===== config.mk =====
export PLATFORM = sky130hd
export DESIGN_NAME = decode_stage_hs
export DESIGN_NICKNAME = d
export VERILOG_FILES = /design/src/rtl/rv_decode_pkg.sv /design/src/rtl/decode_skid_buf.sv /design/src/rtl/decode_stage_hs.sv
export SDC_FILE = /design/constraint.sdc
export NUM_CORES = 1
export LEC_CHECK = 0
export BUFFER_PORTS_ARGS = -buffer_cell sky130_fd_sc_hd__buf_2
export CAP_MARGIN = 15
export CORE_AREA = 2 2 139 195
export DETAILED_ROUTE_END_ITERATION = 6
export DIE_AREA = 0 0 141 197
export SETUP_SLACK_MARGIN = 0.3
export SYNTH_ARGS = -nofsm -noshare
export SYNTH_HDL_FRONTEND = slang
export SYNTH_SLANG_ARGS = --single-unit

===== constraint.sdc =====
create_clock -name clk_i -period 18.6 [get_ports clk_i]
set_input_delay 2.79 -clock clk_i [delete_from_list [all_inputs] [get_ports clk_i]]
set_output_delay 2.79 -clock clk_i [all_outputs]
set_load 0.05 [all_outputs]

===== src/rtl/rv_decode_pkg.sv =====
// Shared RV32I(+M) decode definitions: opcodes, ALU/branch operation codes
// and the field widths that make up the decoded bundle.
package rv_decode_pkg;

  localparam int INST_W     = 32;
  localparam int REG_ADDR_W = 5;
  localparam int MEM_SIZE_W = 3;
  // reg_write, mem_read, mem_write, branch, jump, alu_src_imm, illegal
  localparam int CTRL_FLAG_W = 7;

  localparam logic [6:0] OPC_LUI    = 7'b0110111;
  localparam logic [6:0] OPC_AUIPC  = 7'b0010111;
  localparam logic [6:0] OPC_JAL    = 7'b1101111;
  localparam logic [6:0] OPC_JALR   = 7'b1100111;
  localparam logic [6:0] OPC_BRANCH = 7'b1100011;
  localparam logic [6:0] OPC_LOAD   = 7'b0000011;
  localparam logic [6:0] OPC_STORE  = 7'b0100011;
  localparam logic [6:0] OPC_OP_IMM = 7'b0010011;
  localparam logic [6:0] OPC_OP     = 7'b0110011;

  typedef enum logic [4:0] {
    ALU_ADD    = 5'd0,
    ALU_SUB    = 5'd1,
    ALU_SLL    = 5'd2,
    ALU_SLT    = 5'd3,
    ALU_SLTU   = 5'd4,
    ALU_XOR    = 5'd5,
    ALU_SRL    = 5'd6,
    ALU_SRA    = 5'd7,
    ALU_OR     = 5'd8,
    ALU_AND    = 5'd9,
    ALU_PASSB  = 5'd10,
    ALU_MUL    = 5'd11,
    ALU_MULH   = 5'd12,
    ALU_MULHSU = 5'd13,
    ALU_MULHU  = 5'd14,
    ALU_DIV    = 5'd15,
    ALU_DIVU   = 5'd16,
    ALU_REM    = 5'd17,
    ALU_REMU   = 5'd18,
    BR_EQ      = 5'd19,
    BR_NE      = 5'd20,
    BR_LT      = 5'd21,
    BR_GE      = 5'd22,
    BR_LTU     = 5'd23,
    BR_GEU     = 5'd24
  } alu_op_e;

  // Total width of the packed decoded bundle for a given datapath/op width.
  function automatic int bundle_width(input int xlen, input int aluop_w);
    return 2 * xlen + 3 * REG_ADDR_W + aluop_w + MEM_SIZE_W + CTRL_FLAG_W;
  endfunction

endpackage


===== src/rtl/decode_skid_buf.sv =====
// Two-entry valid/ready buffer (output register + skid register) with flush.
// in_ready is registered and is simply "skid register is empty next cycle".
module decode_skid_buf #(
  parameter int WIDTH = 8
) (
  input  logic             clk,
  input  logic             rst,
  input  logic             flush,
  input  logic             in_valid,
  output logic             in_ready,
  input  logic [WIDTH-1:0] in_data,
  output logic             out_valid,
  input  logic             out_ready,
  output logic [WIDTH-1:0] out_data
);

  logic             skid_valid;
  logic [WIDTH-1:0] skid_data;
  logic             accept;
  logic             drain;
  logic             out_free;

  assign accept   = in_valid & in_ready;
  assign drain    = out_valid & out_ready;
  assign out_free = ~out_valid | drain;

  // Buffer state: flush wins, the skid entry always refills the output first to keep order.
  always_ff @(posedge clk or posedge rst) begin
    if (rst) begin
      out_valid  <= 1'b0;
      out_data   <= '0;
      skid_valid <= 1'b0;
      skid_data  <= '0;
      in_ready   <= 1'b1;
    end else if (flush) begin
      out_valid  <= 1'b0;
      skid_valid <= 1'b0;
      in_ready   <= 1'b1;
    end else if (out_free) begin
      if (skid_valid) begin
        out_data   <= skid_data;
        out_valid  <= 1'b1;
        skid_valid <= 1'b0;
      end else if (accept) begin
        out_data  <= in_data;
        out_valid <= 1'b1;
      end else begin
        out_valid <= 1'b0;
      end
      in_ready <= 1'b1;
    end else if (accept) begin
      skid_data  <= in_data;
      skid_valid <= 1'b1;
      in_ready   <= 1'b0;
    end
  end

endmodule


===== src/rtl/decode_stage_hs.sv =====
// RV32I(+M) decode stage: combinational decode of one instruction into a
// bundle that is buffered by a 2-entry valid/ready skid buffer.
module decode_stage_hs
  import rv_decode_pkg::*;
#(
  parameter int XLEN     = 32,
  parameter int ENABLE_M = 1,
  parameter int ALUOP_W  = 5
) (
  input  logic               clk_i,
  input  logic               reset_i,
  input  logic               in_valid_i,
  output logic               in_ready_o,
  input  logic [31:0]        instruction_i,
  input  logic [XLEN-1:0]    pc_i,
  input  logic               flush_i,
  output logic               out_valid_o,
  input  logic               out_ready_i,
  output logic [XLEN-1:0]    pc_o,
  output logic [4:0]         rs1_o,
  output logic [4:0]         rs2_o,
  output logic [4:0]         rd_o,
  output logic [XLEN-1:0]    imm_o,
  output logic [ALUOP_W-1:0] alu_op_o,
  output logic               reg_write_o,
  output logic               mem_read_o,
  output logic               mem_write_o,
  output logic [2:0]         mem_size_o,
  output logic               branch_o,
  output logic               jump_o,
  output logic               alu_src_imm_o,
  output logic               illegal_o
);

  localparam int BW = bundle_width(XLEN, ALUOP_W);

  logic [6:0]  opcode;
  logic [2:0]  funct3;
  logic [6:0]  funct7;
  logic [4:0]  rd_field;
  logic [31:0] imm_i;
  logic [31:0] imm_s;
  logic [31:0] imm_b;
  logic [31:0] imm_u;
  logic [31:0] imm_j;
  logic        shl_ok;
  logic        shr_ok;

  assign opcode   = instruction_i[6:0];
  assign funct3   = instruction_i[14:12];
  assign funct7   = instruction_i[31:25];
  assign rd_field = instruction_i[11:7];

  assign imm_i = {{20{instruction_i[31]}}, instruction_i[31:20]};
  assign imm_s = {{20{instruction_i[31]}}, instruction_i[31:25], instruction_i[11:7]};
  assign imm_b = {{19{instruction_i[31]}}, instruction_i[31], instruction_i[7],
                  instruction_i[30:25], instruction_i[11:8], 1'b0};
  assign imm_u = {instruction_i[31:12], 12'b0};
  assign imm_j = {{11{instruction_i[31]}}, instruction_i[31], instruction_i[19:12],
                  instruction_i[20], instruction_i[30:21], 1'b0};

  // RV64 shift immediates use a 6-bit shamt, so the funct field shrinks by one bit.
  assign shl_ok = (XLEN == 64) ? (instruction_i[31:26] == 6'b000000)
                               : (funct7 == 7'b0000000);
  assign shr_ok = (XLEN == 64) ? (instruction_i[31:26] == 6'b000000 ||
                                  instruction_i[31:26] == 6'b010000)
                               : (funct7 == 7'b0000000 || funct7 == 7'b0100000);

  alu_op_e            alu_code;
  logic signed [31:0] imm32;
  logic               has_rd;
  logic               dec_illegal;
  logic               dec_mem_read;
  logic               dec_mem_write;
  logic               dec_branch;
  logic               dec_jump;
  logic               dec_alu_src_imm;
  logic [2:0]         dec_mem_size;

  // Opcode/funct decode; anything not recognised is flagged illegal but still flows on.
  always_comb begin
    alu_code        = ALU_ADD;
    imm32           = '0;
    has_rd          = 1'b0;
    dec_illegal     = 1'b0;
    dec_mem_read    = 1'b0;
    dec_mem_write   = 1'b0;
    dec_branch      = 1'b0;
    dec_jump        = 1'b0;
    dec_alu_src_imm = 1'b0;
    dec_mem_size    = 3'b000;
    case (opcode)
      OPC_LUI: begin
        has_rd = 1'b1; dec_alu_src_imm = 1'b1; imm32 = imm_u; alu_code = ALU_PASSB;
      end
      OPC_AUIPC: begin
        has_rd = 1'b1; dec_alu_src_imm = 1'b1; imm32 = imm_u;
      end
      OPC_JAL: begin
        has_rd = 1'b1; dec_jump = 1'b1; dec_alu_src_imm = 1'b1; imm32 = imm_j;
      end
      OPC_JALR: begin
        has_rd = 1'b1; dec_jump = 1'b1; dec_alu_src_imm = 1'b1; imm32 = imm_i;
        dec_illegal = (funct3 != 3'b000);
      end
      OPC_BRANCH: begin
        dec_branch = 1'b1; imm32 = imm_b;
        case (funct3)
          3'b000:  alu_code = BR_EQ;
          3'b001:  alu_code = BR_NE;
          3'b100:  alu_code = BR_LT;
          3'b101:  alu_code = BR_GE;
          3'b110:  alu_code = BR_LTU;
          3'b111:  alu_code = BR_GEU;
          default: dec_illegal = 1'b1;
        endcase
      end
      OPC_LOAD: begin
        has_rd = 1'b1; dec_mem_read = 1'b1; dec_alu_src_imm = 1'b1; imm32 = imm_i;
        dec_mem_size = funct3;
        dec_illegal  = (funct3 == 3'b011) || (funct3 == 3'b110) || (funct3 == 3'b111);
      end
      OPC_STORE: begin
        dec_mem_write = 1'b1; dec_alu_src_imm = 1'b1; imm32 = imm_s;
        dec_mem_size = funct3;
        dec_illegal  = (funct3 > 3'b010);
      end
      OPC_OP_IMM: begin
        has_rd = 1'b1; dec_alu_src_imm = 1'b1; imm32 = imm_i;
        case (funct3)
          3'b000:  alu_code = ALU_ADD;
          3'b001:  begin alu_code = ALU_SLL; dec_illegal = ~shl_ok; end
          3'b010:  alu_code = ALU_SLT;
          3'b011:  alu_code = ALU_SLTU;
          3'b100:  alu_code = ALU_XOR;
          3'b101:  begin
            alu_code    = instruction_i[30] ? ALU_SRA : ALU_SRL;
            dec_illegal = ~shr_ok;
          end
          3'b110:  alu_code = ALU_OR;
          default: alu_code = ALU_AND;
        endcase
      end
      OPC_OP: begin
        has_rd = 1'b1;
        case (funct7)
          7'b0000000: begin
            case (funct3)
              3'b000:  alu_code = ALU_ADD;
              3'b001:  alu_code = ALU_SLL;
              3'b010:  alu_code = ALU_SLT;
              3'b011:  alu_code = ALU_SLTU;
              3'b100:  alu_code = ALU_XOR;
              3'b101:  alu_code = ALU_SRL;
              3'b110:  alu_code = ALU_OR;
              default: alu_code = ALU_AND;
            endcase
          end
          7'b0100000: begin
            case (funct3)
              3'b000:  alu_code = ALU_SUB;
              3'b101:  alu_code = ALU_SRA;
              default: dec_illegal = 1'b1;
            endcase
          end
          7'b0000001: begin
            if (ENABLE_M != 0) begin
              case (funct3)
                3'b000:  alu_code = ALU_MUL;
                3'b001:  alu_code = ALU_MULH;
                3'b010:  alu_code = ALU_MULHSU;
                3'b011:  alu_code = ALU_MULHU;
                3'b100:  alu_code = ALU_DIV;
                3'b101:  alu_code = ALU_DIVU;
                3'b110:  alu_code = ALU_REM;
                default: alu_code = ALU_REMU;
              endcase
            end else begin
              dec_illegal = 1'b1;
            end
          end
          default: dec_illegal = 1'b1;
        endcase
      end
      default: dec_illegal = 1'b1;
    endcase
  end

  logic [4:0]         rd_dec;
  logic [XLEN-1:0]    imm_ext;
  logic [ALUOP_W-1:0] alu_op_dec;
  logic               reg_write_dec;
  logic [BW-1:0]      bundle_in;
  logic [BW-1:0]      bundle_out;

  assign rd_dec        = has_rd ? rd_field : 5'd0;
  assign imm_ext       = XLEN'(imm32);
  assign alu_op_dec    = ALUOP_W'(alu_code);
  assign reg_write_dec = has_rd & (rd_field != 5'd0) & ~dec_illegal;

  assign bundle_in = {pc_i, instruction_i[19:15], instruction_i[24:20], rd_dec, imm_ext,
                      alu_op_dec, reg_write_dec, dec_mem_read & ~dec_illegal,
                      dec_mem_write & ~dec_illegal, dec_mem_size,
                      dec_branch & ~dec_illegal, dec_jump & ~dec_illegal,
                      dec_alu_src_imm, dec_illegal};

  decode_skid_buf #(.WIDTH(BW)) u_buf (
    .clk       (clk_i),
    .rst       (reset_i),
    .flush     (flush_i),
    .in_valid  (in_valid_i),
    .in_ready  (in_ready_o),
    .in_data   (bundle_in),
    .out_valid (out_valid_o),
    .out_ready (out_ready_i),
    .out_data  (bundle_out)
  );

  assign {pc_o, rs1_o, rs2_o, rd_o, imm_o, alu_op_o, reg_write_o, mem_read_o, mem_write_o,
          mem_size_o, branch_o, jump_o, alu_src_imm_o, illegal_o} = bundle_out;

endmodule


# Word level (Yosys, flattened, before mapping)
# Index checks and enable logic that the tools add are counted.
word_totals:
  output_inout_bits: 96
  reg_bits: 191
  word_cells: 95
  in_bits: 69
classes:
  n_bitwise: 15
  n_reduce_logical: 22
  muxes: 34
  magnitude_cmp: 1
  eq_ne: 18
op_table:
  columns: ["operator", "n"]
  rows:
  - ["$mux 94", 2]
  - ["$pmux 32 s5", 1]
  - ["$pmux 4 s7", 2]
  - ["$pmux 5 s7", 1]
  - ["$pmux 5 s6", 1]
  - ["$eq 7x6->1 const B", 4]
  - ["$eq 7x7->1 const B", 3]
  - ["$pmux 5 s4", 1]
  - ["$mux 1", 19]
  - ["$pmux 5 s3", 1]
  - ["$eq 7x5->1 const B", 2]
  - ["$reduce_or 7->1", 2]
  - ["$eq 3x3->1 const B", 4]
  - ["$reduce_or 2->1", 5]
  - ["$and 1x1->1", 8]
  - ["$eq 7x1->1 const B", 1]
  - ["$eq 7x2->1 const B", 1]
  - ["$logic_not 7->1", 1]
  - ["$pmux 1 s7", 1]
  - ["$eq 3x2->1 const B", 2]
  - ["$not 1->1", 6]
  - ["$pmux 3 s2", 1]
  - ["$reduce_and 3->1", 2]
  - ["$reduce_bool 3->1", 2]
  - ["other kinds (12)", 17]

# Depth between registers and ports, before layout
# Gate-level depths: netlist of run 1.
depth:
  depth_word: 9
  mapped_depth: 9
  depth_no_buf: 5

# Cells and area by module
# A second synthesis of run 1 with hierarchy kept.
hier_totals:
  hier_cells: 690
  hier_area_um2: 9683.0
by_module_without_submodules:
  columns: ["mod", "instances", "cells_per_inst", "area_each_um2", "seq_area_each_um2"]
  rows:
  - ["decode_skid_buf", 1, 516, 8530.7, 4780.8]
  - ["decode_stage_hs", 1, 174, 1152.4, 0.0]

# Worst setup path after synthesis of run 1
# OpenSTA, ideal clock, no wires.
synth_path:
  path_type: "input port to flip-flop"
  start: "input instruction_i[6]"
  end: "register u_buf.out_data[14]"
  arrival_ns: 4.079
  path_buffers: 1
  path_slack_ns: 14.385
  cell_stages: 6
  setup_ns: 0.136
  t_required_ns: 18.464
  cell_sequence: "buf_2 -> or3b_2 -> a211oi_1 -> and4bb_4 -> a22oi_2 -> a211oi_2"
synth_between:
  elab_chain_cells: 4
  elab_cells_between_ends: 7
  cone_classes: "eq/ne: 4; mux: 3"
synth_lines:
  columns: ["item", "line_no", "source"]
  rows:
  - ["start, declared", "decode_stage_hs.sv:14", "input logic [31:0] instruction_i,"]
  - ["$eq 7x6->1 (tied with other cells)", "decode_stage_hs.sv:92", "case (opcode)"]
  - ["$pmux 5 s4 (*)", "decode_stage_hs.sv:92", null]
  - ["$mux 94 (*)", "decode_skid_buf.sv:44", "end else if (accept) begin"]
  - ["$mux 94 (*)", "decode_skid_buf.sv:40", "if (skid_valid) begin"]
  - ["end signal, assigned", "decode_skid_buf.sv:41", "out_data <= skid_data;"]
  - ["end signal, assigned", "decode_skid_buf.sv:45", "out_data <= in_data;"]
  - ["end, declared", "decode_skid_buf.sv:14", "output logic [WIDTH-1:0] out_data"]
# Mark *: on every way between the ends. The rest lies on a longest branch, timed or not. The select of a mux whose other input is x is not followed.
# A chain may end at the register's enable or synchronous reset.

# Worst setup path in the final report of run 1
layout_path:
  start: "input out_ready_i"
  end: "register u_buf.skid_data[28]"
layout_between:
  elab_chain_cells: 4
layout_lines:
  columns: ["item", "line_no", "source"]
  rows:
  - ["start, declared", "decode_stage_hs.sv:18", "input logic out_ready_i,"]
  - ["$and 1x1->1", "decode_skid_buf.sv:24", "assign drain = out_valid & out_ready;"]
  - ["$or 1x1->1", "decode_skid_buf.sv:25", "assign out_free = ~out_valid | drain;"]
  - ["$not 1->1 (no line)", null, null]
  - ["$reduce_and 3->1 (no line)", null, null]
  - ["end signal, assigned", "decode_skid_buf.sv:52", "skid_data <= in_data;"]
  - ["end, declared", "decode_skid_buf.sv:18", "logic [WIDTH-1:0] skid_data;"]
# Every way passes these cells.

==> flow_summary.toml, run 1 <==
[cts]
clockRootBuffer = "clkbuf_16"
cts.sinks = 191
numCtsBuffers = 17
clock_path_buffers = 2
hold_buffers = 0
postCtsSetupRepairBufs = 0
cts_max_level = 4
cts_resized = 0
cts_tree = "done"
clkLatencyLatePin_ns = 0.44
clkTransAtPathRegs_ns = 0.08

[yosys]
ys_types = 73
synth.area.top_cells = "dfrtp_1 (53%), nand2_1 (12%), o21ai_0 (6.5%)"
syn_inst = 979
synth.largest_area_cell = "dfrtp_1"
syn-cell-area_sq_um = 9025
syn_nets = 1048
synth-edff-count = 0
async_reset_ff_share_pct = 100.0
yosysWarningCount = 0
ys_seq_area_share_pct = 52.97
ys.flop_type = "dfrtp_1"
yosys.area.top_type_share_pct = 52.68
avgSynthCellArea_sq_um = 9.218
ys_ff_latch = 191

[cells_and_area]
drive_above_1_share_pct = 22.04
finalNetCount = 1163
regArea_sq_um = 4785
synthToLayoutAreaGrowth_pct = 17.66
multiInputGateArea_sq_um = 3910
instances_no_fill = 1432
fill_cells = 2650

[die]
fp.dieH_um = 197
ios = 165
start_util_pct = 34.69
fp.dieW_um = 141
dieArea_sq_um = 27780
num_rows = 70
core_area_sq_um = 26010

[global_routing]
grt_first_pass_wirelength_um = 39610
grt_max_degree = 113
antenna_found_initial = 1
grt_pass1_vias = 7058
groute.usage.overall_pct = 18.18
grt.overflow.total = 0

[setup_path]
arrival_ns = 4.76
critPathBufInv = 1
cp_slowest_stage_delay_ns = 0.76
cp.required_ns = 18.89
path_cells = "buf_2 -> nand2b_1 -> nor2_1 -> nand3_4 -> a31oi_1 -> a21oi_1"
start_kind = "input pin"
end_kind = "flip-flop"
crit_path_top_delay_cell = "a31oi_1"
crit_fanout = 50
crit_family = "compound AO/OA/AOI/OAI gates"
path_class = "input pin to flip-flop"

[power_and_ir_drop]
p_leak_nw = 4.812
peakVddDrop_uv = 68.11
report.power.total_mw = 1.113
powerDensity_nw_per_um2 = 104.8

[placement]
placed_cells = 1399
pre_cts_ws_ns = 13.62
gp_congestion = 0.8473
dp_hpwl_um = 16360
io_buffers = 164

[sta]
setup_viol = 0
max_freq_ghz = 0.2237
slew_viol_final = 0
finalSetupTns_ns = 0
worst_pin_slew_ns = 1.056
min_period_over_period_pct = 24.03
min_period_ns = 4.470
holdWs_ns = 0.4748
fin_ws_ns = 14.13
rsz0062_at_grt = "no"
slew-limit-headroom_pct = 29.61
hold_viol_final = 0
skew_ns = 0.008394

[route]
drt_iter0_drc = 401
dr.pass1.iters = 5
drcViolationCount = 0
drt-total-wl_um = 24820
ant_nets = 0
wl_per_cell_um = 17.34
avgViaCountPerCell = 5.146
vias = 7369

[outcome]
status = "complete, no violations"

[job]
cap_violations = 0

[hold_path]
hold_path_class = "flip-flop to flip-flop"
-- flip-flops by register name, summed over array words and instances, names as in the netlist --
signal,flops
u_buf.in_ready,1
u_buf.skid_data,94
u_buf.out_valid,1
u_buf.out_data,94
u_buf.skid_valid,1
-- cell usage after synthesis, types with 6 or more instances --
cell type and n:
a21oi_1 39, buf_2 23, a211oi_1 13, nand3_1 11, dfrtp_1 190, nor2_1 24, mux2i_1 44, o21ai_0 118
mux2_2 7, nand2b_1 9, nor2b_1 7, nand2_1 287, a31oi_1 11, nor3_1 9, clkbuf_1 45, o21a_1 13
o211ai_1 12, a22oi_1 6, o31ai_1 8, o21ai_1 11, inv_1 9
-- through the flow --
stage               area (sq um)  utilization, %
floorplan                   9025               -
global placement           10020           38.53
detailed placement         10020           38.53
CTS                        10620           40.81
global route               10620           40.82
finish                     10620           40.82
-- worst min-delay path: stages, from the launching register on --
cell and delay (ns):
dfrtp_1 0.34, nand2_1 0.04, o21ai_0 0.06
-- placed cells by master, fill, tap and decap left out, types with 3 or more instances in the layout --
cell type  instances
a211oi_1          13
a21oi_1           39
a22oi_1            6
a31oi_1           11
and3_1             3
buf_2            164
buf_4              8
clkbuf_16         17
clkinv_8           4
dfrtp_1          189
inv_1              8
inv_6              6
inv_8              4
mux2_2             7
mux2i_1           44
nand2_1          287
nand2b_1           9
nand3_1           10
nor2_1            24
nor2b_1            7
nor3_1             9
o211ai_1          12
o21a_1            13
o21ai_0          118
o21ai_1           11
o22ai_1            4
o31ai_1            8
or2_2              4
or3_1              4
or3_4              3
or4_1              3
-- power breakdown --
part | internal [mW] | switching [mW] | leakage (nW)
Combinational | 0.0606 | 0.182 | 2.06
Clock | 0.182 | 0.187 | 0.291
Sequential | 0.472 | 0.0296 | 2.46
Total | 0.714 | 0.399 | 4.81
-- path summary, 6_finish.rpt --
| check | startpoint | to | slack (ns) | depth (start not counted) |
|---|---|---|---|---|
| worst max-delay path | out_ready_i | u_buf.skid_data[28] | 14.13 | 6 |
| worst min-delay path | u_buf.out_data[77] | u_buf.out_data[77] | 0.47 | 2 |
| worst max register to register | u_buf.skid_valid | u_buf.out_data[11] | 16.13 | 4 |
| worst min register to register | u_buf.out_data[77] | u_buf.out_data[77] | 0.47 | 2 |
| max in group asynchronous | reset_i | u_buf.out_data[55] | 14.49 | 3 |
| min in group asynchronous | reset_i | u_buf.out_data[90] | 2.48 | 2 |
-- final cells by class --
type                       instances  share of cell area (%)
multi-input combinational        703                   36.82
sequential                       191                   45.06
clock inverter                    15                   1.591
tap                              324                   3.818
timing repair buffer             172                   8.295
inverter                           9                  0.3888
clock buffer                      17                   4.006
antenna                            1                 0.02357
-- kinds of logic after synthesis --
logic type,after synthesis,synth area share (%)
AOI/OAI and AO/OA,262,18.20
xor gates and xnor gates,2,0.1941
buffers and inverters,85,3.979
DFF,191,52.97
muxes,51,5.754
and+or+nand+nor,388,18.90
-- routing by layer --
metal  vias to the layer above  global-route usage (%)  part of all wire (%)
li1                       3608                       -                     -
met1                      3551                   23.55                    44
met2                       185                   31.20                    50
met3                        25                   3.061                   3.8
met4                         0                   5.481                   1.5
met5                         -                       0                     0
(Power assumes the default switching activity.)
==> run 2, diff against run 1 <==
Settings changed: ABC_AREA from default to 1, CORE_AREA 2 2 139 195 to 2 2 140 197, DIE_AREA 0 0 141 197 to 0 0 142 199.
Clock period 18.6 ns to 4.6 ns, I/O delays scaled along.
==> run 2 against run 1 <==
Against the previous run: clock-buffer cell count increased by 4; wire length decreased by 2.0%; clock skew increased by 0.0025 ns; first-iteration DRC count increased by 71%; total power increased to 4.0 times the previous value; core utilization decreased by 0.48 points; largest power group unchanged.
==> flow_summary.toml, run 2 <==
[outcome]
status = "complete, no violations"

[yosys]
ys.flop_type = "dfrtp_1"
synth.largest_area_cell = "dfrtp_1"
synth_common_cells = "nand2_1 (345), dfrtp_1 (190), o21ai_0 (160)"
ys_types = 39
syn_nets = 1193
async_reset_ff_share_pct = 100.0
synth-edff-count = 0
ys_ff_latch = 191
syn_inst = 1124
ys_seq_area_share_pct = 52.33
yosys.area.top_type_share_pct = 52.04
synth.area.top_cells = "dfrtp_1 (52%), nand2_1 (14%), o21ai_0 (8.8%)"
avgSynthCellArea_sq_um = 8.128
yosysWarningCount = 0
syn-cell-area_sq_um = 9136
yosysMostFrequentCell = "nand2_1"

[sta]
min_period_over_period_pct = 51.88
min_period_ns = 2.386
setup_viol = 0
slew-limit-headroom_pct = 32.18
hold_viol_final = 0
rsz0062_at_grt = "no"
fin_ws_ns = 2.214
finalSetupTns_ns = 0
skew_ns = 0.01089
slew_viol_final = 0
max_freq_ghz = 0.4191
worst_pin_slew_ns = 1.017

[die]
fp.dieH_um = 199
core_area_sq_um = 26560
dieArea_sq_um = 28260
start_util_pct = 34.40
ios = 165
fp.dieW_um = 142
num_rows = 71

[setup_path]
arrival_ns = 2.68
path_class = "input pin to flip-flop"
cp.required_ns = 4.89
start_kind = "input pin"
crit_fanout = 76
end_kind = "flip-flop"
crit_end = "u_buf.skid_data[61]"
ff2ff_path_depth = 8
reg2reg_to = "u_buf.skid_data[61]"
worstReg2RegStart = "u_buf.out_valid"
r2r_slack_ns = 2.24
crit_start = "out_ready_i"

[global_routing]
grt.overflow.total = 0
antenna_found_initial = 2
use_met1_pct = 22.41
grt_pass1_vias = 7373
grt_util_met2_pct = 29.90
grt_busiest_layer = "met2"
grt_first_pass_wirelength_um = 39190
globalRouteMet3Util_pct = 3.539
grt_max_degree = 178
groute.usage.overall_pct = 17.73

[job]
cap_violations = 0

[route]
drt-total-wl_um = 24330
wl_per_cell_um = 15.27
drcViolationCount = 0
ant_nets = 0
vias = 7689
drt_iter0_drc = 684
avgViaCountPerCell = 4.827
dr.pass1.iters = 6

[power_and_ir_drop]
powerDensity_nw_per_um2 = 418.1
peakVddDrop_uv = 239.2
p_leak_nw = 5.767

[hold_path]
hold_path_class = "input pin to asynchronous set/reset pin"

[placement]
io_buffers = 164
gp_congestion = 0.8808
dp_hpwl_um = 16420
placed_cells = 1559
pre_cts_ws_ns = 1.719

[cells_and_area]
final_common_cell = "nand2_1"
drive_above_1_share_pct = 21.38
mostFrequentLayoutCells = "nand2_1 (345), dfrtp_1 (190), buf_2 (164), o21ai_0 (160), inv_1 (75)"
reg.largest.list = "u_buf.out_data: 94 flops, u_buf.skid_data: 94 flops"
finalNetCount = 1319
synthToLayoutAreaGrowth_pct = 17.28
instances_no_fill = 1593

[cts]
cts_resized = 0
postCtsSetupRepairBufs = 0
numCtsBuffers = 17
clock_path_buffers = 2
clkTransAtPathRegs_ns = 0.07
clkLatencyLatePin_ns = 0.44
cts.sinks = 191
clockRootBuffer = "clkbuf_16"
cts_max_level = 4
hold_buffers = 0
cts_tree = "done"
[run 2: cell count changes in the layout (fill, tap and decap cells not counted), sizes merged, moves of 8 or more]
cell / delta
o21ai: +65
nor2: +61
nand2b: -9
a2bb2oi: +9
nor3: -8
a211oi: -14
nand3: +26
inv: +74
mux2i: -44
o21a: -12
nand2: +71
[run 2: how the worst min path moves through the flow]
| stage | start | to | cells after the start |
|---|---|---|---|
| final | reset_i | u_buf.out_data[34] | 2 |
| after global routing | reset_i | u_buf.out_data[42] | 2 |
| after CTS | reset_i | u_buf.out_data[34] | 2 |
| after detailed placement | u_buf.out_data[3] | u_buf.out_data[3] | 2 |
| after global placement | u_buf.skid_data[1] | u_buf.skid_data[1] | 2 |
| after floorplan | u_buf.skid_data[14] | u_buf.skid_data[14] | 2 |
[run 2: layout make-up]
cell class,count,area [sq um]
Fill cell,2739,15850
Sequential cell,191,4781
Multi-Input combinational cell,779,3702
Timing Repair Buffer,173,900.9
Clock buffer,21,470.5
Tap cell,328,410.4
Inverter,88,347.8
Clock inverter,11,97.59
Antenna cell,2,5.005
[run 2: cells by family after synthesis]
family / Yosys count / share of synthesized area (%)
flip-flops: 191 / 52.33
AND/OR/NAND/NOR: 497 / 23.39
AO/OA/AOI/OAI: 282 / 17.08
buffers and inverters: 154 / 7.203
[run 2: power by group]
part / internal [mW] / switching [mW] / total, mW
Sequential: 1.93 / 0.122 / 2.05
Clock: 0.753 / 0.688 / 1.44
Combinational: 0.257 / 0.733 / 0.989
[run 2: layer usage]
layer,up-vias,routed length [um]
li1,3900,-
met2,186,12020
met5,-,0
met3,31,978
met1,3572,10700
met4,0,631
[run 2: per-stage QoR]
| step | area (sq um) | hold WS [ns] | total power, mW | utilization (%) |
|---|---|---|---|---|
| finish | 10720 | 0.2342 | 4.481 | 40.34 |
| global route | 10720 | 0.2435 | 4.723 | 40.34 |
| CTS | 10710 | 0.2247 | 4.542 | 40.32 |
| detailed placement | 10140 | 0.4610 | 3.084 | 38.18 |
| global placement | 10140 | 0.4563 | 3.065 | 38.18 |
| floorplan | 9140 | 0.4437 | 2.811 | - |
[run 2: worst max-delay path, stage by stage]
cell	delay (ns)
buf_2	0.10
inv_1	0.05
nand2_1	0.07
nor2_2	0.17
inv_1	0.11
nor2_4	0.11
clkinv_2	0.55
buf_4	0.57
nand2_1	0.12
o21ai_0	0.08
==> run 3, diff against run 2 <==
Settings changed: ABC_AREA 1 to 0, CORE_AREA 2 2 140 197 to 2 2 139 195, DIE_AREA 0 0 142 199 to 0 0 141 197.
Clock period 4.6 ns to 1.92 ns, I/O delays scaled along.
==> run 3 against run 2 <==
Against the previous run: worst hold slack worse by 0.18 ns; critical path depth is 4 lower; die area is 1.7% lower; setup slack worse by 2.1 ns; clock skew is 0.0018 ns lower; wire length is 27% higher; register-to-register slack worse by 2.2 ns.
==> flow_summary.toml, run 3 (same netlist as run 1, synthesis figures left out) <==
[sta]
min_period_ns = 1.840
min_period_over_period_pct = 95.85
skew_ns = 0.009059
slew_viol_final = 0
holdWs_ns = 0.05837
hold_viol_final = 0
setup_viol = 0
max_freq_ghz = 0.5434
rsz0062_at_grt = "yes"
slew-limit-headroom_pct = 67.46
worst_pin_slew_ns = 0.4818
fin_ws_ns = 0.07963

[setup_path]
cp.required_ns = 2.23
path_cells = "a21oi_4 -> or3_4 -> buf_12 -> or3_1 -> o21ai_1 -> a31oi_1"
end_kind = "flip-flop"
start_kind = "flip-flop"
path_class = "flip-flop to flip-flop"
reg2reg_to = "u_buf.out_data[13]"
ff2ff_path_depth = 6
crit_start = "u_buf.in_ready"
cp_slowest_stage_delay_ns = 0.63
arrival_ns = 2.15
crit_end = "u_buf.out_data[13]"
r2r_slack_ns = 0.08
worstReg2RegStart = "u_buf.in_ready"
crit_path_top_delay_cell = "dfstp_4"
crit_fanout = 8

[cells_and_area]
mostFrequentLayoutCells = "nand2_1 (247), dfrtp_1 (189), buf_2 (163), buf_4 (56), o21ai_2 (54)"
reg.largest.list = "u_buf.out_data: 94 flops, u_buf.skid_data: 94 flops"
instances_no_fill = 1540
synthToLayoutAreaGrowth_pct = 43.10
final_common_cell = "nand2_1"
fill_cells = 2367
drive_above_1_share_pct = 37.91
finalNetCount = 1272
diodes = 0
fin_util_pct = 49.65

[placement]
pre_cts_ws_ns = -0.02712
io_buffers = 164
placed_cells = 1453
gp_congestion = 0.8858
dp_hpwl_um = 18770

[power_and_ir_drop]
p_leak_nw = 5.861
peakVddDrop_uv = 619.1
report.power.total_mw = 11.82
powerDensity_nw_per_um2 = 915.2

[job]
cap_violations = 0

[global_routing]
grt_pass1_vias = 7856
antenna_found_initial = 0
groute.usage.overall_pct = 21.42
grt_max_degree = 64
grt.overflow.total = 0
grt_first_pass_wirelength_um = 45680

[route]
wl_met2_um = 16560
top_layer_used = "met4"
dr.pass1.iters = 4
wl_per_cell_um = 20.13
drcViolationCount = 0
drt-met1-wl_um = 12110
drt-total-wl_um = 31000
met3_length_um = 1206
vias = 8216
avgViaCountPerCell = 5.335
ant_nets = 0
drt_iter0_drc = 463

[die]
fp.dieW_um = 141
fp.dieH_um = 197
ios = 165
dieArea_sq_um = 27780
num_rows = 70
start_util_pct = 34.69
core_area_sq_um = 26010

[cts]
clockRootBuffer = "clkbuf_16"
cts.sinks = 191
numCtsBuffers = 17
clock_path_buffers = 2
clkTransAtPathRegs_ns = 0.07
cts_tree = "done"
clkLatencyLatePin_ns = 0.44
cts_max_level = 4

[hold_path]
hold_path_class = "input pin to flip-flop"

[outcome]
status = "complete, no violations"
==> run 3: changes by cell type in the layout (fill, tap and decap cells not counted), sizes merged, moves of 9 or more <==
cell | previous run | this run
a211oi | 0 | 14
a2bb2oi | 9 | 0
buf | 173 | 269
inv | 92 | 9
mux2i | 0 | 44
nand2 | 360 | 289
nand2b | 0 | 9
nand3 | 37 | 11
nor2 | 85 | 24
o21a | 1 | 13
o21ai | 194 | 129
==> run 3: layout make-up <==
cell class	count	area (sq um)	share of cell area [%]
Sequential cell	191	4788	37.08
Multi-Input combinational cell	703	4492	34.78
Timing Repair Buffer	281	2570	19.90
Clock buffer	19	432.9	3.352
Tap cell	324	405.4	3.139
Clock inverter	13	188.9	1.463
Inverter	9	37.54	0.2906
==> run 3: timing repair <==
item	4_1_cts	5_1_grt
hold buffers	1	0
resized for setup	57	144
cloned	16	11
pin swaps	16	60
setup endpoints to repair	91	167
hold endpoints to repair	13	0
buffers inserted	18	9
==> run 3: worst max-delay path: cells and delay by family, from the launching register on <==
kind            cells  cell delay, ns
compound gates      3            0.19
buf+inv             1            0.17
simple gates        2            0.72
flops               1            0.63
==> run 3: worst min-delay path by stage <==
stage,start,cells after the start,endpoint,slack (ns)
2_1_floorplan,flush_i,1,u_buf.out_valid,0.35
3_3_place_gp,reset_i,2,u_buf.skid_data[89],0.34
3_5_place_dp,reset_i,2,u_buf.out_data[89],0.34
4_1_cts,pc_i[30],3,u_buf.skid_data[92],0.03
5_1_grt,pc_i[19],3,u_buf.skid_data[81],0.06
6_report,pc_i[1],3,u_buf.skid_data[63],0.06
==> run 3: routing by layer <==
metal | vias to the layer above | global-route usage [%]
met5 | - | 0
met4 | 0 | 7.815
met3 | 63 | 3.328
met2 | 257 | 38.99
met1 | 4031 | 25.45
li1 | 3865 | -
==> run 3: stage by stage <==
step	TNS, ns	instance area (sq um)
after CTS	0	12060
final	0	12910
after global routing	0	12910
after detailed placement	-0.03820	10660
after global placement	-0.002658	10660
after floorplan	-157.92	9228
==> run 3: power by group <==
group          switching, mW  leakage, nW  internal, mW
clock network           1.60        0.286          2.19
registers              0.368         2.46          4.58
logic                   2.04         3.11          1.05
total                   4.00         5.86          7.81
